--- src/rtl/csa_pipe_adder.sv ---
// csa_pipe_adder: pipelined conditional-sum adder/subtractor with valid/ready
// flow control. Each merge level doubles the block size. Every block carries
// two {carry, sum} candidates, one for block carry-in 0 and one for carry-in 1.
// The real carry-in only picks between the two final candidates at the end.
module csa_pipe_adder #(
    parameter int WIDTH     = 32,
    parameter int REG_EVERY = 2
) (
    input  logic             clk,
    input  logic             rst,
    input  logic             in_valid,
    output logic             in_ready,
    input  logic [WIDTH-1:0] a,
    input  logic [WIDTH-1:0] b,
    input  logic             cin,
    input  logic             sub,
    output logic             out_valid,
    input  logic             out_ready,
    output logic [WIDTH-1:0] sum,
    output logic             cout,
    output logic             ovf
);
    localparam int L = $clog2(WIDTH);

    logic             en;
    logic             v0_q;
    logic [WIDTH-1:0] a_q;
    logic [WIDTH-1:0] bp_q;
    logic [WIDTH-1:0] bp_d;
    logic             c_q;
    logic             c_d;
    logic             out_valid_q;
    logic [WIDTH-1:0] sum_q;
    logic [WIDTH-1:0] sum_d;
    logic             cout_q;
    logic             cout_d;
    logic             ovf_q;
    logic             ovf_d;

    // Global stall: every stage moves together whenever the output can drain.
    assign en       = !out_valid_q || out_ready;
    assign in_ready = en;

    // Subtraction is A + ~B + 1, so the operand is inverted and the carry-in forced.
    always_comb begin
        bp_d = sub ? ~b : b;
        c_d  = sub | cin;
    end

    // Stage 0: input register. Only the valid bit is reset; the data may go stale.
    always_ff @(posedge clk) begin
        if (rst) begin
            v0_q <= 1'b0;
        end else if (en) begin
            v0_q <= in_valid;
            a_q  <= a;
            bp_q <= bp_d;
            c_q  <= c_d;
        end
    end

    // Level k holds WIDTH>>k blocks of 2^k bits each. s0/c0 are the candidates
    // for block carry-in 0, and s1/c1 are the candidates for block carry-in 1.
    genvar k;
    generate
        for (k = 0; k <= L; k++) begin : g_lvl
            localparam int unsigned NB = WIDTH >> k;

            logic [WIDTH-1:0] s0;
            logic [WIDTH-1:0] s1;
            logic [NB-1:0]    c0;
            logic [NB-1:0]    c1;
            logic             v;
            logic             c;
            logic             am;
            logic             bm;

            if (k == 0) begin : g_base
                assign s0 = a_q ^ bp_q;
                assign s1 = ~(a_q ^ bp_q);
                assign c0 = a_q & bp_q;
                assign c1 = a_q | bp_q;
                assign v  = v0_q;
                assign c  = c_q;
                assign am = a_q[WIDTH-1];
                assign bm = bp_q[WIDTH-1];
            end else begin : g_merge
                localparam int unsigned H = 1 << (k - 1);

                logic [WIDTH-1:0] m_s0;
                logic [WIDTH-1:0] m_s1;
                logic [NB-1:0]    m_c0;
                logic [NB-1:0]    m_c1;

                // Merge block pairs: the lower block's candidate carries select the upper block's candidates.
                always_comb begin
                    m_s0 = '0;
                    m_s1 = '0;
                    m_c0 = '0;
                    m_c1 = '0;
                    for (int unsigned j = 0; j < NB; j++) begin
                        m_s0[2*j*H +: H]   = g_lvl[k-1].s0[2*j*H +: H];
                        m_s1[2*j*H +: H]   = g_lvl[k-1].s1[2*j*H +: H];
                        m_s0[2*j*H+H +: H] = g_lvl[k-1].c0[2*j] ? g_lvl[k-1].s1[2*j*H+H +: H]
                                                                : g_lvl[k-1].s0[2*j*H+H +: H];
                        m_c0[j]            = g_lvl[k-1].c0[2*j] ? g_lvl[k-1].c1[2*j+1]
                                                                : g_lvl[k-1].c0[2*j+1];
                        m_s1[2*j*H+H +: H] = g_lvl[k-1].c1[2*j] ? g_lvl[k-1].s1[2*j*H+H +: H]
                                                                : g_lvl[k-1].s0[2*j*H+H +: H];
                        m_c1[j]            = g_lvl[k-1].c1[2*j] ? g_lvl[k-1].c1[2*j+1]
                                                                : g_lvl[k-1].c0[2*j+1];
                    end
                end

                if ((k % REG_EVERY == 0) && (k < L)) begin : g_cut
                    logic [WIDTH-1:0] s0_q;
                    logic [WIDTH-1:0] s1_q;
                    logic [NB-1:0]    c0_q;
                    logic [NB-1:0]    c1_q;
                    logic             v_q;
                    logic             c_q;
                    logic             am_q;
                    logic             bm_q;

                    // Pipeline cut after this merge level. Side-band bits travel with the data.
                    always_ff @(posedge clk) begin
                        if (rst) begin
                            v_q <= 1'b0;
                        end else if (en) begin
                            v_q  <= g_lvl[k-1].v;
                            s0_q <= m_s0;
                            s1_q <= m_s1;
                            c0_q <= m_c0;
                            c1_q <= m_c1;
                            c_q  <= g_lvl[k-1].c;
                            am_q <= g_lvl[k-1].am;
                            bm_q <= g_lvl[k-1].bm;
                        end
                    end

                    assign s0 = s0_q;
                    assign s1 = s1_q;
                    assign c0 = c0_q;
                    assign c1 = c1_q;
                    assign v  = v_q;
                    assign c  = c_q;
                    assign am = am_q;
                    assign bm = bm_q;
                end else begin : g_pass
                    assign s0 = m_s0;
                    assign s1 = m_s1;
                    assign c0 = m_c0;
                    assign c1 = m_c1;
                    assign v  = g_lvl[k-1].v;
                    assign c  = g_lvl[k-1].c;
                    assign am = g_lvl[k-1].am;
                    assign bm = g_lvl[k-1].bm;
                end
            end
        end
    endgenerate

    // The real carry-in picks the whole-word candidate. Overflow uses the conditioned operand MSBs.
    always_comb begin
        {cout_d, sum_d} = g_lvl[L].c ? {g_lvl[L].c1[0], g_lvl[L].s1}
                                     : {g_lvl[L].c0[0], g_lvl[L].s0};
        ovf_d = (g_lvl[L].am == g_lvl[L].bm) && (sum_d[WIDTH-1] != g_lvl[L].am);
    end

    // Output register: the result only changes when a valid beat loads.
    always_ff @(posedge clk) begin
        if (rst) begin
            out_valid_q <= 1'b0;
            sum_q       <= '0;
            cout_q      <= 1'b0;
            ovf_q       <= 1'b0;
        end else if (en) begin
            out_valid_q <= g_lvl[L].v;
            if (g_lvl[L].v) begin
                sum_q  <= sum_d;
                cout_q <= cout_d;
                ovf_q  <= ovf_d;
            end
        end
    end

    assign out_valid = out_valid_q;
    assign sum       = sum_q;
    assign cout      = cout_q;
    assign ovf       = ovf_q;

endmodule

--- config.mk ---
export PLATFORM = sky130hd
export DESIGN_NAME = csa_pipe_adder
export DESIGN_NICKNAME = d
export VERILOG_FILES = /design/src/rtl/csa_pipe_adder.sv
export SDC_FILE = /design/constraint.sdc
export NUM_CORES = 1
export LEC_CHECK = 0
export CORE_AREA = 2 2 138 140
export CTS_CLUSTER_DIAMETER = 120
export CTS_CLUSTER_SIZE = 12
export DETAILED_ROUTE_END_ITERATION = 10
export DIE_AREA = 0 0 140 142
export GPL_ROUTABILITY_DRIVEN = 0
export PLACE_DENSITY_LB_ADDON = 0.08
export SYNTH_ARGS = -nofsm -noshare
export SYNTH_HDL_FRONTEND = slang
export SYNTH_SLANG_ARGS = --single-unit
export TNS_END_PERCENT = 5
--- constraint.sdc ---
create_clock -name clk -period 38.8 [get_ports clk]
set_input_delay 7.76 -clock clk [delete_from_list [all_inputs] [get_ports clk]]
set_output_delay 7.76 -clock clk [all_outputs]
set_load 0.1 [all_outputs]
==> metrics.yaml <==
grt:
  grt_util_all_layers_pct: 16.8
  grt_max_degree: 220
  grt_overflow_total: 0
  grt_pass1_vias: 5941
  grt_first_pass_wirelength_um: 26900
  antenna_found_initial: 0
worst_hold_path:
  hold_depth: 0
  whs_endpoint: "g_lvl[4].g_merge.g_cut.s1_q[1]"
  hp-class: "reg -> reg"
  holdCritStartpoint: "g_lvl[2].g_merge.g_cut.s1_q[1]"
die:
  die-area_mm2: 0.0199
  fp.dieW_um: 140
  placementRows: 50
  ios: 106
  start_util_pct: 60.9
  fp.dieH_um: 142
  coreArea_mm2: 0.0185
worst_setup_path:
  ff2ff_setup_slack_ns: 35.87
  r2r-end: "ovf"
  worstPathRequired_ns: 31.04
  r2r_start: "g_lvl[4].c"
  cp.arrival_ns: 9.67
  crit_fanout: 8
  reg2reg_depth: 4
  worstSetupEndpointType: "primary output"
  critPathLaunchType: "primary input"
  crit_type: "in -> out"
sta:
  slew_headroom_pct: 24.6
  max_freq_mhz: 57.4
  whs_ns: 0.414
  period_share_pct: 44.9
  fin_worst_skew_ns: 0.00709
  finalSetupTns_ns: 0
  final_hold_viol_count: 0
  rsz0062_at_grt: "no"
  worst_pin_slew_ns: 1.13
  period_minus_slack_ns: 17.43
  slew_violations: 0
  setup_viol: 0
clocking:
  clock_latency_ns: 0.51
  cts_made_buffers: 25
  ctsHoldBuffers: 0
  cts_resized: 0
  cts_tree: "built"
  clock_sinks: 257
  cts_setup_buffers: 0
  clock-root-buffer: "clkbuf_16"
  clk_pin_slew_ns: 0.06
  cts.path.max_buffers: 3
  cts_htree_levels: 1
yosys:
  yosysWarnings: 0
  postSynthCellCount: 750
  synth_top_area_share_pct: 58.5
  ys_seq_area_share_pct: 65.3
  syn_nets: 884
  synth_flop_cell: "edfxtp_1"
  syn_area_per_cell_um2: 15.0
  synth_area_leaders: "edfxtp_1 (58%), mux2i_1 (7.4%), ha_1 (7.1%)"
  synth_most_common_cell: "edfxtp_1"
  syn_area_mm2: 0.0112
  synth_largest_area_cell: "edfxtp_1"
  synth-edff-count: 219
  ys_top_cells_by_count: "edfxtp_1 (219), inv_1 (97), mux2i_1 (83)"
  synth.distinct_cells: 25
  async_reset_ff_share_pct: 0
  synth_seq_cells: 257
routing:
  firstDrtPassIters: 10
  num_vias: 5785
  drt_iter0_drc: 307
  ant_nets: 0
  routed_wl_um: 16600
  vias_per_cell: 5.18
  post_drt_wl_per_cell_um: 14.9
  drc: 6
power:
  power_mw: 0.649
  vdd_drop_max_mv: 0.0314
  power_density_mw_per_mm2: 49.0
  p_leak_nw: 5.21
finish:
  seq_area_mm2: 0.00734
  fin_util_pct: 71.7
  drive_gt1_share_pct: 9.85
  multi_input_area_mm2: 0.00346
  fin_area_mm2: 0.0132
  area_delta_synth_final_pct: 17.8
  nNetsFinal: 998
  num_antenna_cells: 0
  fillers: 1211
outcome:
  run_status: "finished with violations"
  violations: "DRC"
place:
  hpwl_um: 10800
  place_area_mm2: 0.0125
  io_buffers: 105
flow_run:
  max-cap-violations: 0
-- power breakdown --
part / switching, mW / total (mW) / internal [mW]
clock network: 0.0932 / 0.215 / 0.121
logic: 0.0453 / 0.0866 / 0.0412
registers: 0.0114 / 0.348 / 0.337
-- cell families (layout without fill, tap and decap cells) --
family	count (synthesis)	in the layout	share of synthesized area (%)
DFF	257	257	65.3
muxes	136	136	12.8
buffers and inverters	117	250	4.00
xor gates and xnor gates	80	80	6.23
adders and majority gates	64	64	7.12
and+or+nand+nor	52	52	1.86
AOI/OAI and AO/OA	44	44	2.73
-- layer usage --
| metal | vias up | wire, µm | track usage [%] |
|---|---|---|---|
| met5 | - | 0 | 0 |
| met4 | 0 | 371 | 5.90 |
| met3 | 27 | 692 | 2.52 |
| li1 | 2873 | - | - |
| met2 | 104 | 8870 | 31.6 |
| met1 | 2781 | 6690 | 19.6 |
-- layout make-up --
type | instances | share of cell area, %
Tap cell | 234 | 2.21
Timing Repair Buffer | 107 | 8.07
Clock inverter | 2 | 0.132
Inverter | 97 | 2.75
Clock buffer | 44 | 5.26
Multi-Input combinational cell | 376 | 26.2
Sequential cell | 257 | 55.4
-- registers in the layout (all words and copies together) (netlist names), 10 cells and up --
name,flops
g_lvl.g_merge.g_cut.s0_q,64
g_lvl.g_merge.g_cut.s1_q,64
a_q,32
bp_q,32
sum,32
g_lvl.c0,10
g_lvl.c1,10
-- worst max-delay path by stage --
stage / start / endpoint / slack (ns) / cells after the start
2_1_floorplan: out_ready / a_q[0] / 19.94 / 3
3_3_place_gp: out_ready / in_ready / 21.40 / 3
3_5_place_dp: out_ready / in_ready / 21.36 / 3
4_1_cts: out_ready / in_ready / 21.37 / 3
5_1_grt: out_ready / in_ready / 21.33 / 3
6_report: out_ready / in_ready / 21.37 / 3
-- critical path, stage by stage --
cell and delay (ns):
clkdlybuf4s50_1 0.44, nand2b_1 0.27, clkdlybuf4s50_1 1.20
-- layout by cell type (no fill, tap or decap), drive strengths merged, types with 33 or more instances in the layout --
cell and instances:
a211oi 33, clkbuf 44, clkdlybuf4s50 103, dfxtp 38
edfxtp 219, ha 64, inv 99, mux2 52
mux2i 84, nor2 43, xnor2 38, xor2 42
-- per-stage QoR --
step                      worst slack [ns]  instances
after detailed placement             21.36       1071
after CTS                            21.37       1117
after floorplan                      19.94        750
after global placement               21.40       1071
final                                21.37       1117
after global routing                 21.33       1117
Power figures use the tool's default switching activity.
